`config.mk`:
```
export PLATFORM = sky130hd
export DESIGN_NAME = serial_add_arbiter_flat
export DESIGN_NICKNAME = d
export VERILOG_FILES = /design/src/rtl/serial_add_arbiter_if.sv /design/src/rtl/serial_add_arbiter.sv /design/src/flat_wrapper.sv
export SDC_FILE = /design/constraint.sdc
export NUM_CORES = 1
export LEC_CHECK = 0
export CAP_MARGIN = 40
export CORE_ASPECT_RATIO = 0.9
export CORE_UTILIZATION = 50
export CTS_CLUSTER_DIAMETER = 80
export CTS_CLUSTER_SIZE = 40
export DETAILED_ROUTE_END_ITERATION = 16
export GPL_TIMING_DRIVEN = 1
export PLACE_DENSITY = 0.83
export REMOVE_ABC_BUFFERS = 1
export SYNTH_ARGS = -nofsm -noshare
export SYNTH_HDL_FRONTEND = slang
export SYNTH_SLANG_ARGS = --single-unit
```
`constraint.sdc`:
```
create_clock -name clk -period 1.9 [get_ports clk]
set_input_delay 0.19 -clock clk [delete_from_list [all_inputs] [get_ports clk]]
set_output_delay 0.19 -clock clk [all_outputs]
set_load 0.02 [all_outputs]
```
`src/rtl/serial_add_arbiter_if.sv`:
```
// Request/operand/result bundle between two add requesters and the shared
// bit-serial adder. The master side drives requests; the slave side is the adder.
interface serial_add_arbiter_if #(
    parameter int WIDTH = 8
);
    logic             req0;
    logic [WIDTH-1:0] a0;
    logic [WIDTH-1:0] b0;
    logic             cin0;
    logic             req1;
    logic [WIDTH-1:0] a1;
    logic [WIDTH-1:0] b1;
    logic             cin1;
    logic             gnt0;
    logic             gnt1;
    logic             busy;
    logic             done;
    logic             done_id;
    logic [WIDTH-1:0] sum;
    logic             cout;

    modport master (
        output req0, a0, b0, cin0, req1, a1, b1, cin1,
        input  gnt0, gnt1, busy, done, done_id, sum, cout
    );

    modport slave (
        input  req0, a0, b0, cin0, req1, a1, b1, cin1,
        output gnt0, gnt1, busy, done, done_id, sum, cout
    );
endinterface

```
`src/rtl/serial_add_arbiter.sv`:
```
// Round-robin arbiter in front of a single 1-bit full adder that performs
// LSB-first WIDTH-bit additions for two requesters, one at a time.
module serial_add_arbiter #(
    parameter int WIDTH = 8
) (
    input  logic                 clk,
    input  logic                 rst,
    serial_add_arbiter_if.slave  bus
);
    localparam int CNT_W = (WIDTH < 2) ? 1 : $clog2(WIDTH);
    localparam logic [CNT_W-1:0] LAST_CNT = CNT_W'(WIDTH - 1);

    typedef enum logic [1:0] {
        ST_IDLE = 2'd0,
        ST_RUN  = 2'd1,
        ST_DONE = 2'd2
    } state_t;

    state_t           state_q,  state_d;
    logic [WIDTH-1:0] a_sr_q,   a_sr_d;
    logic [WIDTH-1:0] b_sr_q,   b_sr_d;
    logic [WIDTH-1:0] res_sr_q, res_sr_d;
    logic             carry_q,  carry_d;
    logic [CNT_W-1:0] cnt_q,    cnt_d;
    logic             last_q,   last_d;
    logic             owner_q,  owner_d;
    logic             gnt0_q,   gnt0_d;
    logic             gnt1_q,   gnt1_d;
    logic             busy_q,   busy_d;
    logic             done_q,   done_d;
    logic             done_id_q, done_id_d;
    logic [WIDTH-1:0] sum_q,    sum_d;
    logic             cout_q,   cout_d;

    logic [1:0]       fa_s;
    logic [WIDTH:0]   res_ext_s;
    logic             win0_s;

    // Returns {carry_out, sum} of one full-adder bit.
    function automatic logic [1:0] full_add(input logic a, input logic b, input logic c);
        return {(a & b) | (a & c) | (b & c), a ^ b ^ c};
    endfunction

    // Next-state, datapath sequencing and output pulse generation.
    always_comb begin
        state_d   = state_q;
        a_sr_d    = a_sr_q;
        b_sr_d    = b_sr_q;
        res_sr_d  = res_sr_q;
        carry_d   = carry_q;
        cnt_d     = cnt_q;
        last_d    = last_q;
        owner_d   = owner_q;
        gnt0_d    = 1'b0;
        gnt1_d    = 1'b0;
        busy_d    = busy_q;
        done_d    = 1'b0;
        done_id_d = done_id_q;
        sum_d     = sum_q;
        cout_d    = cout_q;

        fa_s      = full_add(a_sr_q[0], b_sr_q[0], carry_q);
        res_ext_s = {fa_s[0], res_sr_q};
        // Requester 0 wins when alone, or when both ask and 1 was served last.
        win0_s    = bus.req0 & (~bus.req1 | last_q);

        case (state_q)
            ST_IDLE: begin
                if (bus.req0 | bus.req1) begin
                    state_d = ST_RUN;
                    busy_d  = 1'b1;
                    cnt_d   = {CNT_W{1'b0}};
                    owner_d = ~win0_s;
                    last_d  = ~win0_s;
                    if (win0_s) begin
                        a_sr_d  = bus.a0;
                        b_sr_d  = bus.b0;
                        carry_d = bus.cin0;
                        gnt0_d  = 1'b1;
                    end else begin
                        a_sr_d  = bus.a1;
                        b_sr_d  = bus.b1;
                        carry_d = bus.cin1;
                        gnt1_d  = 1'b1;
                    end
                end else begin
                    busy_d = 1'b0;
                end
            end
            ST_RUN: begin
                a_sr_d   = a_sr_q >> 1'b1;
                b_sr_d   = b_sr_q >> 1'b1;
                res_sr_d = res_ext_s[WIDTH:1];
                carry_d  = fa_s[1];
                cnt_d    = cnt_q + CNT_W'(1);
                if (cnt_q == LAST_CNT) begin
                    sum_d     = res_ext_s[WIDTH:1];
                    cout_d    = fa_s[1];
                    done_id_d = owner_q;
                    done_d    = 1'b1;
                    state_d   = ST_DONE;
                end else begin
                    state_d = ST_RUN;
                end
            end
            ST_DONE: begin
                state_d = ST_IDLE;
                busy_d  = 1'b0;
            end
            default: begin
                state_d = ST_IDLE;
                busy_d  = 1'b0;
            end
        endcase
    end

    // State and output registers with synchronous reset.
    always_ff @(posedge clk) begin
        if (rst) begin
            state_q   <= ST_IDLE;
            a_sr_q    <= {WIDTH{1'b0}};
            b_sr_q    <= {WIDTH{1'b0}};
            res_sr_q  <= {WIDTH{1'b0}};
            carry_q   <= 1'b0;
            cnt_q     <= {CNT_W{1'b0}};
            last_q    <= 1'b1;
            owner_q   <= 1'b0;
            gnt0_q    <= 1'b0;
            gnt1_q    <= 1'b0;
            busy_q    <= 1'b0;
            done_q    <= 1'b0;
            done_id_q <= 1'b0;
            sum_q     <= {WIDTH{1'b0}};
            cout_q    <= 1'b0;
        end else begin
            state_q   <= state_d;
            a_sr_q    <= a_sr_d;
            b_sr_q    <= b_sr_d;
            res_sr_q  <= res_sr_d;
            carry_q   <= carry_d;
            cnt_q     <= cnt_d;
            last_q    <= last_d;
            owner_q   <= owner_d;
            gnt0_q    <= gnt0_d;
            gnt1_q    <= gnt1_d;
            busy_q    <= busy_d;
            done_q    <= done_d;
            done_id_q <= done_id_d;
            sum_q     <= sum_d;
            cout_q    <= cout_d;
        end
    end

    assign bus.gnt0    = gnt0_q;
    assign bus.gnt1    = gnt1_q;
    assign bus.busy    = busy_q;
    assign bus.done    = done_q;
    assign bus.done_id = done_id_q;
    assign bus.sum     = sum_q;
    assign bus.cout    = cout_q;
endmodule

```
`src/flat_wrapper.sv`:
```
// flat-port wrapper written by rule: the top's interface ports become plain ports
module serial_add_arbiter_flat 
#(
    parameter int WIDTH = 8
)
  (clk, rst, bus_req0, bus_a0, bus_b0, bus_cin0, bus_req1, bus_a1, bus_b1, bus_cin1, bus_gnt0, bus_gnt1, bus_busy, bus_done, bus_done_id, bus_sum, bus_cout);
  serial_add_arbiter_if #(.WIDTH(WIDTH)) bus_i ();
  input  logic clk;
  input  logic rst;
  input wire logic [$bits(bus_i.req0)-1:0] bus_req0;
  input wire logic [$bits(bus_i.a0)-1:0] bus_a0;
  input wire logic [$bits(bus_i.b0)-1:0] bus_b0;
  input wire logic [$bits(bus_i.cin0)-1:0] bus_cin0;
  input wire logic [$bits(bus_i.req1)-1:0] bus_req1;
  input wire logic [$bits(bus_i.a1)-1:0] bus_a1;
  input wire logic [$bits(bus_i.b1)-1:0] bus_b1;
  input wire logic [$bits(bus_i.cin1)-1:0] bus_cin1;
  output wire logic [$bits(bus_i.gnt0)-1:0] bus_gnt0;
  output wire logic [$bits(bus_i.gnt1)-1:0] bus_gnt1;
  output wire logic [$bits(bus_i.busy)-1:0] bus_busy;
  output wire logic [$bits(bus_i.done)-1:0] bus_done;
  output wire logic [$bits(bus_i.done_id)-1:0] bus_done_id;
  output wire logic [$bits(bus_i.sum)-1:0] bus_sum;
  output wire logic [$bits(bus_i.cout)-1:0] bus_cout;
  assign bus_i.req0 = bus_req0;
  assign bus_i.a0 = bus_a0;
  assign bus_i.b0 = bus_b0;
  assign bus_i.cin0 = bus_cin0;
  assign bus_i.req1 = bus_req1;
  assign bus_i.a1 = bus_a1;
  assign bus_i.b1 = bus_b1;
  assign bus_i.cin1 = bus_cin1;
  assign bus_gnt0 = bus_i.gnt0;
  assign bus_gnt1 = bus_i.gnt1;
  assign bus_busy = bus_i.busy;
  assign bus_done = bus_i.done;
  assign bus_done_id = bus_i.done_id;
  assign bus_sum = bus_i.sum;
  assign bus_cout = bus_i.cout;
  serial_add_arbiter #(.WIDTH(WIDTH)) u_core (.clk(clk), .rst(rst), .bus(bus_i));
endmodule
```
* Yosys cells after proc, flatten, opt, wreduce, memory -nomap -nowiden *
Cells that the tools add are included.

word-level totals
  bits in registers = 46
  input bits = 38
  output and inout port bits = 14
  word-level logic and storage cells = 60

cells by class
  $add $sub $neg = 1
  equal/unequal tests = 3
  multiplexer cells = 19
  bitwise gates (word level) = 15
  reductions and logical operators = 7

operators with widths
  cell                                                                    count
  8-bit two-way mux                                                       4
  8-bit one-hot mux with 2 select lines                                   2
  1-bit two-way mux                                                       6
  3-bit one-hot mux with 2 select lines                                   1
  2-bit AND reduction                                                     3
  1-bit inverter                                                          5
  1-bit AND                                                               4
  2-bit two-way mux                                                       2
  1-bit OR                                                                4
  1-bit one-hot mux with 2 select lines                                   2
  2-bit one-hot mux with 2 select lines                                   1
  3-bit by 1-bit adder with 3-bit output (second input constant)          1
  3-bit equality test (second input constant)                             1
  3-bit two-way mux                                                       1
  3-bit OR reduction                                                      1
  2-bit by 1-bit equality test with 1-bit output (second input constant)  1
  2-bit zero test                                                         1
  2-bit by 1-bit != test with 1-bit output (second input constant)        1
  2-bit nonzero test                                                      1
  2-bit OR reduction                                                      1
  1-bit XOR                                                               2

* Logic depth before layout (Yosys ltp) *
Gate-level depths: netlist of the first run.

  word-level depth = 6
  mapped depth = 6
  mapped depth without buffers = 5

* Least setup slack after synthesis of the first run *
No wires, ideal clock.

  kind = reg-to-reg
  from = register u_core.state_q[0]
  to = register u_core.b_sr_q[1]
  setup time = 0.130 ns
  data arrival time = 1.084 ns
  data required time = 1.770 ns
  path slack = 0.686 ns
  cell stages (with the launch flop) = 7
  path buffers = 2
  period minus slack after synthesis = 1.214 ns
  path through = dfxtp_1 -> nor3_1 -> or2_1 -> buf_6 -> buf_6 -> a22oi_1 -> o22ai_1

on the way
  word-level cells in the longest chain between the ends = 3
  elaborated cells between the ends (all ways) = 6
  those cells by class = eq/ne: 2; mux: 1; reduce/logical: 3

ends and longest elaborated chain
  what                                                                                             RTL line                   RTL
  start: declaration                                                                               serial_add_arbiter.sv:19   state_t state_q, state_d;
  start signal: assignment                                                                         serial_add_arbiter.sv:136  state_q <= state_d;
  2-bit zero test or 2-bit by 1-bit equality test with 1-bit output (tied branches)                serial_add_arbiter.sv:67   case (state_q)
  2-bit by 1-bit != test with 1-bit output (no source line) or 2-bit nonzero test (tied branches)  n/a
  2-bit AND reduction (no source line)                                                             n/a
  end signal: assignment                                                                           serial_add_arbiter.sv:122  b_sr_q <= {WIDTH{1'b0}};
  end signal: assignment                                                                           serial_add_arbiter.sv:138  b_sr_q <= b_sr_d;
  end: declaration                                                                                 serial_add_arbiter.sv:21   logic [WIDTH-1:0] b_sr_q, b_sr_d;

Several ways; a longest one is shown, not always the timed one.
A chain may end at the register's enable or synchronous reset.

* Final worst setup path of the first run *
  from = register u_core.busy_q (netlist: u_core.bus.busy)
  to = output bus_busy

RTL lines
  what                      RTL line                   RTL
  start: declaration        serial_add_arbiter.sv:29   logic busy_q, busy_d;
  start signal: assignment  serial_add_arbiter.sv:146  busy_q <= busy_d;
  end: declaration          flat_wrapper.sv:20         output wire logic [$bits(bus_i.busy)-1:0] bus_busy;

No word-level cell between the ends.

==> results.txt, run 1 <==
# IOs - 52
Post-synthesis average cell area - 9.22 um2
CP Data Arrival Time - 1.24 ns
Type of element launching the critical path - flip-flop
Number of vias after detailed routing - 1564
Highest clock frequency the design can meet - 0.699 GHz
Total Power - 1.85 mW
Global-route wire length before repair - 5980 um
Cell row count - 20
Post-placement cell area - 2360 um2
Seq pwr share - 55.2%
Kind of cell with the highest combined delay on the critical path - buffers and inverters
Routed Antenna Nets - 0
Maximum vdd ir drop - 0.548 mV
Final Instance Area - 2440 um2
Post-synthesis sequential element count - 45
Delay of the slowest cell on the worst path - 0.62 ns
Final HPWL DP - 2630 um
Post-synthesis cell type with the largest combined area - sky130_fd_sc_hd__dfxtp_1
Internal Power - 1.41 mW
Nature of the critical path endpoint - output pin
Portion of netlist area occupied by mux cells - 9.32%
Post-CTS Hold Buffers - 0
Buffers & Inverters on Critical Path - 1
Post-layout util - 71.2%
Largest fanout on the critical path - 2
Synthesized-area fraction occupied by ao, oa, aoi and oai cells - 19.3%
Aggregate global-route resource usage - 20.5%
Synth Instances - 198
Final min period - 1.43 ns
TritonCTS clock tree - done
Starting density of the core - 53.2%
Share of the clock period used by the worst path after layout - 75.3%
Combinational power share - 15.0%
Antenna cell count - 0
Switching fraction of total power - 24.0%
Number of remaining DRC errors - 0
Die area - 3900 um2
Synthesis-to-finish area growth - 33.8%
Post-Place Cells - 283
Category of the critical setup timing path - flip-flop to output pin
Clock sink total - 45
Final instance count without filler cells - 291
Count of buffers from port buffering - 51
Max-capacitance violation count - 0
Combined area of all synthesized cells - 1830 um2
Unique cell type count in the Yosys netlist - 25
Fin Clk Skew - 0.00375 ns
Wire length reported by the detailed router - 3700 um
Master of the slowest instance on the critical path - sky130_fd_sc_hd__clkdlybuf4s50_1
# nets final - 287
Dominant combinational cell family by area after synthesis - compound AO/OA/AOI/OAI gates
DRC marker count from the first detailed-route iteration - 81
Reg clk slew, reported paths - 0.07 ns
Worst min-delay path category - flip-flop to flip-flop
First-pass iteration count of the detailed router - 5
Yosys top cell area share - 49.3%
Average wire per standard cell - 12.7 um
Longest Clk Path Bufs - 2
Run status - complete, no violations
Clock buffer count from CTS - 5
Worst reg2reg setup slack - 0.47 ns
Number of endpoints with negative hold slack in the final report - 0
Number of levels the H-tree was split into - 2
Setup slack after placement - 0.313 ns
Number of gates given a new drive strength after cts - 0
Worst-skew pair later-pin latency - 0.30 ns
Ordered list of cells on the worst path - clkdlybuf4s50_1
Clock Tree Root - sky130_fd_sc_hd__clkbuf_8
Clock network power share - 29.8%
Initial antenna violation count - 0
Pin count of the biggest net entering global routing - 22
Final worst slack - 0.470 ns
Leakage dissipation - 0.916 nW
Actual transition at the worst max-transition pin - 0.407 ns
Total overflow reported by the global router - 0
Setup Viol. Count Final - 0
Total negative slack for setup checks - 0 ns
Synth Area in XOR/XNOR - 0%
Syn. warnings - 0
Unrepaired setup endpoints after global routing - no
Synthesized-area fraction occupied by and/or/nand/nor cells - 13.9%
Number of global-route vias before repair - 1374
Smallest hold slack - 0.455 ns
Number of max-slew violations in the final report - 0
Routability congestion estimate from global placement - 0.801
Cells taking the most area after synthesis - sky130_fd_sc_hd__dfxtp_1 (49%), sky130_fd_sc_hd__mux2i_1 (9.3%), sky130_fd_sc_hd__nand2_1 (7.4%), sky130_fd_sc_hd__a22oi_1 (7.0%), sky130_fd_sc_hd__a21oi_1 (5.5%)
Post-synthesis sequential area ratio - 49.3%
Die Y - 59.3 um
Psw - 445 uW
Die width - 65.7 um
Share of final-layout standard cells stronger than drive strength 1 - 6.07%
Cell Pwr Density - 758 nW/um2
Relative max-transition margin - 72.8%
Data required time at the worst endpoint - 1.71 ns
Standard cell core area - 3430 um2
Postcts setup bufs - 0
Adder and majority cell fraction of the synthesized area - 2.47%
DR vias/cell - 5.37
==> kinds of logic after synthesis <==
logic type	count (synthesis)
DFF	45
AOI/OAI and AO/OA	56
muxes	17
and+or+nand+nor	59
buffers and inverters	18
adders and majority gates	3
==> tightest hold or removal path, stage by stage, from the launching register on <==
cell and delay (ns):
sky130_fd_sc_hd__dfxtp_1 0.31, sky130_fd_sc_hd__nand2_1 0.05, sky130_fd_sc_hd__a21oi_1 0.05
==> layer usage <==
metal  vias up  GRT usage, %  routed length [um]
li1        791             -                   -
met1       713          25.0                1640
met2        55          34.8                1810
met3         5          4.23                 189
met4         0          9.32                  53
met5         -             0                   0
==> final cells by class <==
cell class / count / area (um2)
Fill cell: 269 / 986
Timing Repair Buffer: 58 / 576
Multi-Input combinational cell: 135 / 827
Inverter: 1 / 3.75
Clock buffer: 8 / 80.1
Tap cell: 44 / 55.1
Sequential cell: 45 / 901
==> cells in the mapped netlist <==
cell	n
sky130_fd_sc_hd__buf_6	2
sky130_fd_sc_hd__dfxtp_1	45
sky130_fd_sc_hd__buf_4	4
sky130_fd_sc_hd__o22ai_1	15
sky130_fd_sc_hd__nor2b_1	3
sky130_fd_sc_hd__o21ai_1	1
sky130_fd_sc_hd__clkbuf_1	6
sky130_fd_sc_hd__o2bb2ai_1	2
sky130_fd_sc_hd__fa_1	1
sky130_fd_sc_hd__a21oi_1	20
sky130_fd_sc_hd__nand2b_1	2
sky130_fd_sc_hd__buf_2	5
sky130_fd_sc_hd__inv_1	1
sky130_fd_sc_hd__nand2_1	36
sky130_fd_sc_hd__mux2i_1	17
sky130_fd_sc_hd__or2b_1	1
sky130_fd_sc_hd__nor3_2	1
sky130_fd_sc_hd__a22oi_1	17
sky130_fd_sc_hd__or3_1	1
sky130_fd_sc_hd__ha_1	2
sky130_fd_sc_hd__or2_1	1
sky130_fd_sc_hd__and2_1	1
sky130_fd_sc_hd__o21bai_1	1
sky130_fd_sc_hd__nor2_1	11
sky130_fd_sc_hd__nor3_1	2
==> flip-flops by register name, summed over array words and instances, names as in the netlist, 2 cells and up <==
name,flops
u_core.res_sr_q,7
u_core.cnt_q,3
u_core.bus.sum,8
u_core.a_sr_q,8
u_core.state_q,2
u_core.b_sr_q,8
==> cells in the final DEF, fill, tap and decap left out, types with 2 or more instances in the layout <==
| cell type | instances |
|---|---|
| sky130_fd_sc_hd__clkbuf_1 | 3 |
| sky130_fd_sc_hd__mux2i_1 | 17 |
| sky130_fd_sc_hd__buf_4 | 6 |
| sky130_fd_sc_hd__nor2b_1 | 2 |
| sky130_fd_sc_hd__nor3_1 | 2 |
| sky130_fd_sc_hd__a21oi_1 | 20 |
| sky130_fd_sc_hd__nand2_1 | 36 |
| sky130_fd_sc_hd__nand2b_1 | 2 |
| sky130_fd_sc_hd__o2bb2ai_1 | 2 |
| sky130_fd_sc_hd__clkbuf_8 | 5 |
| sky130_fd_sc_hd__ha_1 | 2 |
| sky130_fd_sc_hd__dfxtp_1 | 45 |
| sky130_fd_sc_hd__nor2_1 | 11 |
| sky130_fd_sc_hd__clkdlybuf4s50_1 | 51 |
| sky130_fd_sc_hd__o22ai_1 | 15 |
| sky130_fd_sc_hd__a22oi_1 | 17 |
==> power groups by stage <==
stage	registers, mW	logic, mW	clock network [mW]
4_1_cts	1.02	0.278	0.561
2_1_floorplan	1.04	0.127	0
6_report	1.02	0.277	0.551
5_1_grt	1.03	0.301	0.608
3_3_place_gp	1.04	0.271	0
3_5_place_dp	1.04	0.277	0
==> path summary, 6_finish.rpt <==
check                                         from           endpoint  cells past startpoint
worst max-delay path               u_core.bus.busy           bus_busy                      1
worst min-delay path            u_core.res_sr_q[1]  u_core.bus.sum[0]                      2
worst max register to register   u_core.state_q[0]  u_core.bus.sum[5]                      4
worst min register to register  u_core.res_sr_q[1]  u_core.bus.sum[0]                      2
No activity file was read; power rests on OpenSTA's default activity.
==> run 2, diff against run 1 <==
Settings changed: CORE_UTILIZATION 50 to 47, PLACE_DENSITY 0.83 to 0.79.
Clock period 1.9 ns to 1.48 ns, I/O delays scaled along.
==> run 2 against run 1 <==
Net effect: register-to-register slack got worse by 0.25 ns; setup slack got worse by 0.37 ns; core utilization fell by 3.4 points; count of clock-buffer cells in the layout fell by 1; first-iteration DRC count fell by 12%; clock skew rose by 0.00079 ns; routed wire length rose by 0.16%; combinational power rose by 37%; clock power rose by 34%; global-route usage fell by 1.9 points; cell count rose by 1.4%; critical path type unchanged.
==> results.txt, run 2 (same netlist as run 1, synthesis figures left out) <==
Run status - complete, no violations
# IOs - 52 (unchanged)
Max-capacitance violation count - 0 (unchanged)
Synthesis-to-finish area growth - 37.8%
Ordered list of cells on the worst path - clkdlybuf4s50_1
Number of global-route vias before repair - 1343 (-2.3%)
Number of max-slew violations in the final report - 0 (unchanged)
Highest clock frequency the design can meet - 0.723 GHz
Worst min-delay path category - flip-flop to flip-flop
Unrepaired setup endpoints after global routing - no
Initial antenna violation count - 0 (unchanged)
Most frequent standard cell in the layout excluding fill and tap cells - sky130_fd_sc_hd__clkdlybuf4s50_1
Count of buffers from port buffering - 51 (unchanged)
Data required time at the worst endpoint - 1.33 ns (-0.38 ns)
Number of endpoints with negative hold slack in the final report - 0 (unchanged)
Number of levels the H-tree was split into - 2 (unchanged)
Starting density of the core - 49.3% (-4.0 points)
Longest Clk Path Bufs - 2 (unchanged)
Die Y - 61.1 um (+3.0%)
Leakage dissipation - 0.950 nW (+3.8%)
Worst reg2reg setup slack - 0.22 ns (-0.25 ns)
Wire length reported by the detailed router - 3710 um (+0.16%)
Category of the critical setup timing path - flip-flop to output pin
Share of final-layout standard cells stronger than drive strength 1 - 8.43% (+2.4 points)
TritonCTS clock tree - done
Routed Antenna Nets - 0 (unchanged)
Register cell area after layout - 901 um2 (unchanged)
Die area - 4140 um2 (+6.2%)
Number of vias after detailed routing - 1584 (+1.3%)
Nature of the critical path endpoint - output pin
Worst-skew pair later-pin latency - 0.28 ns (-0.02 ns)
Final Instance Area - 2510 um2 (+3.0%)
# nets final - 290 (+1.0%)
Cell Pwr Density - 964 nW/um2 (+27%)
Largest fanout on the critical path - 2 (unchanged)
DR vias/cell - 5.37 (about the same)
Fin Clk Skew - 0.00454 ns (+0.000789 ns)
Aggregate global-route resource usage - 18.6% (-1.9 points)
Setup Viol. Count Final - 0 (unchanged)
Pin count of the biggest net entering global routing - 29 (+32%)
Antenna cell count - 0 (unchanged)
Reg clk slew, reported paths - 0.07 ns (about the same)
Postcts setup bufs - 0 (unchanged)
Combined area of the multi-input logic cells - 831 um2 (+0.45%)
Relative max-transition margin - 81.8% (+9.0 points)
Final min period - 1.38 ns
Routability congestion estimate from global placement - 0.732 (-8.6%)
CP Data Arrival Time - 1.23 ns (about the same)
Final HPWL DP - 2610 um (-0.73%)
Kind of cell with the highest combined delay on the critical path - buffers and inverters
Die width - 67.7 um (+3.1%)
Total overflow reported by the global router - 0 (unchanged)
Master of the slowest instance on the critical path - sky130_fd_sc_hd__clkdlybuf4s50_1
Clock sink total - 45 (unchanged)
Actual transition at the worst max-transition pin - 0.273 ns (-0.135 ns)
Number of fill cells in the layout - 316 (+17%)
Share of the clock period used by the worst path after layout - 93.4%
Most used cells in the layout excluding fill and tap cells - sky130_fd_sc_hd__clkdlybuf4s50_1 (51), sky130_fd_sc_hd__dfxtp_1 (45), sky130_fd_sc_hd__nand2_1 (35), sky130_fd_sc_hd__a21oi_1 (20)
Buffers & Inverters on Critical Path - 1 (unchanged)
Clock buffer count from CTS - 5 (unchanged)
DRC marker count from the first detailed-route iteration - 71 (-12%)
Average wire per standard cell - 12.6 um (-1.2%)
Cell row count - 21 (+5.0%)
Number of remaining DRC errors - 0 (unchanged)
Maximum vdd ir drop - 0.482 mV (-12%)
Post-placement cell area - 2420 um2 (+2.6%)
Delay of the slowest cell on the worst path - 0.60 ns (-0.02 ns)
Global-route wire length before repair - 5800 um (-3.0%)
Clock Tree Root - sky130_fd_sc_hd__clkbuf_8
Post-layout util - 67.9% (-3.4 points)
First-pass iteration count of the detailed router - 4 (-1)
Type of element launching the critical path - flip-flop
Standard cell core area - 3700 um2 (+8.1%)
run 2: final timing paths:
check                                       start                 to  cells after the start
worst min-delay path            u_core.bus.sum[2]  u_core.bus.sum[2]                      2
worst max-delay path              u_core.bus.cout           bus_cout                      1
worst min register to register  u_core.bus.sum[2]  u_core.bus.sum[2]                      2
worst max register to register  u_core.state_q[0]   u_core.a_sr_q[7]                      5
run 2: repair_timing:
action                     in CTS  in global routing
gates resized for setup         0                  2
setup endpoints to repair       0                 10
hold buffers                    0                  0
run 2: per-layer routing:
metal,GRT usage (%),part of all wire (%),wire (um),vias to the layer above
met5,0,0,0,-
met4,5.47,1.1,41,0
met3,3.89,4.2,154,5
met2,33.1,48,1780,39
met1,22.7,47,1730,739
li1,-,-,-,801
run 2: report_power, final:
| group | leakage [nW] | switching (mW) | internal (mW) | total, mW |
|---|---|---|---|---|
| registers | 0.367 | 0.0379 | 1.27 | 1.31 |
| clock network | 0.0443 | 0.366 | 0.370 | 0.736 |
| logic | 0.538 | 0.160 | 0.219 | 0.380 |
| total | 0.950 | 0.564 | 1.86 | 2.43 |
run 2: layout make-up:
class / instances / share of cell area, %
Tap cell: 46 / 2.29
Multi-Input combinational cell: 135 / 33.0
Clock buffer: 7 / 3.43
Inverter: 1 / 0.149
Sequential cell: 45 / 35.8
Timing Repair Buffer: 61 / 25.3
run 2: metrics by stage:
stage                     hold slack (ns)  setup TNS (ns)  worst slack [ns]  power (mW)  std cells
after global routing                0.482               0            0.0488        2.52        295
final                               0.459               0            0.0971        2.43        295
after detailed placement            0.447          -0.332           -0.0516        1.72        288
after floorplan                     0.217          -19.53            -0.609        1.50        181
after global placement              0.443         -0.0325           -0.0107        1.71        288
after CTS                           0.462               0            0.0859        2.44        295
==> run 3, diff against run 2 <==
Settings changed: PLACE_DENSITY 0.79 to 0.85.
==> run 3 against run 2 <==
Net effect: non-clock buffer count is 2 higher; critical path depth stayed put; routed wire length is 3.8% higher; die area stayed put; clock power is 45% higher; flip-flop and latch count stayed put; combinational power is 3% lower; power is 14% higher; sequential share of layout area is 0.35 points lower; cell count is 1.0% higher; register-to-register slack worse by 0.05 ns; via count is 0.51% higher; critical path type unchanged; critical endpoint is now bus_sum[7]; largest power group unchanged.
==> results.txt, run 3 (same netlist as run 1, synthesis figures left out) <==
Final HPWL DP - 2730 um (+4.5%)
Run status - complete, no violations
Number of fill cells in the layout - 302 (-4.4%)
Share of final-layout standard cells stronger than drive strength 1 - 9.92% (+1.5 points)
Relative max-transition margin - 80.4% (-1.4 points)
Synthesis-to-finish area growth - 39.1%
Routability congestion estimate from global placement - 0.759 (+3.8%)
Cell Pwr Density - 1080 nW/um2 (+12%)
Instance count along the most critical hold path - 2 (unchanged)
Average wire per standard cell - 12.9 um (+2.8%)
Leakage dissipation - 0.971 nW (+2.2%)
Maximum vdd ir drop - 0.565 mV (+17%)
Number of vias after detailed routing - 1592 (+0.51%)
First-pass iteration count of the detailed router - 4 (unchanged)
Post-placement cell area - 2400 um2 (-0.93%)
Highest clock frequency the design can meet - 0.702 GHz (-2.9%)
Cell row count - 21 (unchanged)
Kind of cell with the highest combined delay on the critical path - buffers and inverters
Final min period - 1.42 ns (+0.0407 ns)
Stages on worst setup path - 1 (unchanged)
Antenna cell count - 0 (unchanged)
Most used cells in the layout excluding fill and tap cells - sky130_fd_sc_hd__clkdlybuf4s50_1 (51), sky130_fd_sc_hd__dfxtp_1 (45), sky130_fd_sc_hd__nand2_1 (35), sky130_fd_sc_hd__a21oi_1 (20)
Worst-case reg-to-reg path depth - 5 (unchanged)
TritonCTS clock tree - done
Postcts setup bufs - 0 (unchanged)
Number of remaining DRC errors - 0 (unchanged)
Fin Clk Skew - 0.00711 ns (+0.00258 ns)
Starting density of the core - 49.3% (unchanged)
Worst hold start - u_core.bus.sum[3]
Longest Clk Path Bufs - 2 (unchanged)
Actual transition at the worst max-transition pin - 0.294 ns (+0.0207 ns)
Routed Antenna Nets - 0 (unchanged)
DRC marker count from the first detailed-route iteration - 106 (+49%)
Clock sink total - 45 (unchanged)
Die area - 4140 um2 (unchanged)
Unrepaired setup endpoints after global routing - no
Largest fanout on the critical path - 2 (unchanged)
Combined area of the multi-input logic cells - 831 um2 (unchanged)
Max-capacitance violation count - 0 (unchanged)
Pin count of the biggest net entering global routing - 28 (-3.4%)
Number of levels the H-tree was split into - 2 (unchanged)
Category of the critical setup timing path - flip-flop to output pin
Wire length reported by the detailed router - 3850 um (+3.8%)
DR vias/cell - 5.34 (-0.51%)
Worst min-delay path category - flip-flop to flip-flop
Master of the slowest instance on the critical path - sky130_fd_sc_hd__clkdlybuf4s50_1
Share of the clock period used by the worst path after layout - 96.2% (+2.7 points)
# IOs - 52 (unchanged)
Number of global-route vias before repair - 1381 (+2.8%)
Nature of the critical path endpoint - output pin
Delay of the slowest cell on the worst path - 0.61 ns (about the same)
Type of element launching the critical path - flip-flop
Worst reg2reg setup slack - 0.17 ns (-0.05 ns)
CP Data Arrival Time - 1.28 ns (+0.05 ns)
# nets final - 292 (+0.69%)
Die width - 67.7 um (unchanged)
Standard cell core area - 3700 um2 (unchanged)
Initial antenna violation count - 0 (unchanged)
Final Instance Area - 2540 um2 (+1.0%)
Ordered list of cells on the worst path - clkdlybuf4s50_1
Global-route wire length before repair - 5980 um (+3.2%)
Clock Tree Root - sky130_fd_sc_hd__clkbuf_8
Worst Hold End - u_core.bus.sum[3]
Die Y - 61.1 um (unchanged)
Data required time at the worst endpoint - 1.33 ns (about the same)
Aggregate global-route resource usage - 20.0% (+1.4 points)
Worst reg2reg path startpoint - u_core.state_q[0]
Worst-skew pair later-pin latency - 0.30 ns (+0.02 ns)
Buffers & Inverters on Critical Path - 1 (unchanged)
Number of endpoints with negative hold slack in the final report - 0 (unchanged)
Clock buffer count from CTS - 5 (unchanged)
Setup Viol. Count Final - 0 (unchanged)
Total overflow reported by the global router - 0 (unchanged)
Smallest hold slack - 0.457 ns (-0.00225 ns)
Terminus of the critical flop-to-flop path - u_core.a_sr_q[0]
Most frequent standard cell in the layout excluding fill and tap cells - sky130_fd_sc_hd__clkdlybuf4s50_1
Register cell area after layout - 901 um2 (unchanged)
Number of max-slew violations in the final report - 0 (unchanged)
Reg clk slew, reported paths - 0.08 ns (about the same)
Count of buffers from port buffering - 51 (unchanged)
[run 3: worst max path at each step]
| stage | from | endpoint |
|---|---|---|
| final | u_core.bus.sum[7] | bus_sum[7] |
| after global routing | u_core.bus.sum[7] | bus_sum[7] |
| after CTS | u_core.bus.sum[7] | bus_sum[7] |
| after detailed placement | bus_req1 | u_core.b_sr_q[0] |
| after global placement | bus_req1 | u_core.b_sr_q[1] |
| after floorplan | u_core.state_q[0] | u_core.bus.cout |
[run 3: report_power, final]
group	leakage, nW	switching (mW)	internal, mW
Clock	0.0681	0.404	0.670
Combinational	0.536	0.160	0.211
Sequential	0.367	0.0371	1.27
Total	0.971	0.601	2.15
[run 3: area by class of cell]
| type | count | area share (%) |
|---|---|---|
| flip-flops and latches | 45 | 35.5 |
| multi-input cells | 135 | 32.7 |
| repair buffers | 63 | 24.1 |
| clock buffers | 5 | 2.71 |
| clock inverters | 3 | 2.56 |
| well taps | 46 | 2.27 |
| inverters | 1 | 0.148 |
[run 3: routing by layer]
| metal | wire, um | GRT usage, % | up-vias |
|---|---|---|---|
| li1 | - | - | 798 |
| met1 | 1650 | 23.9 | 733 |
| met2 | 1920 | 33.4 | 55 |
| met3 | 231 | 6.67 | 6 |
| met4 | 46 | 7.60 | 0 |
| met5 | 0 | 0 | - |
[run 3: repair_timing]
item	4_1_cts	5_1_grt
hold buffers	0	0
setup endpoints to repair	0	3
resized for setup	0	2
[run 3: per-stage QoR]
stage / TNS [ns] / setup slack, ns / std cells / total power [mW] / utilization, %
2_1_floorplan: -19.53 / -0.609 / 181 / 1.50 / -
3_3_place_gp: -0.339 / -0.0422 / 290 / 1.70 / 64.8
3_5_place_dp: -0.615 / -0.107 / 290 / 1.70 / 64.8
4_1_cts: 0 / 0.0609 / 298 / 2.76 / 68.5
5_1_grt: 0 / 0.0195 / 298 / 2.87 / 68.6
6_report: 0 / 0.0564 / 298 / 2.75 / 68.6
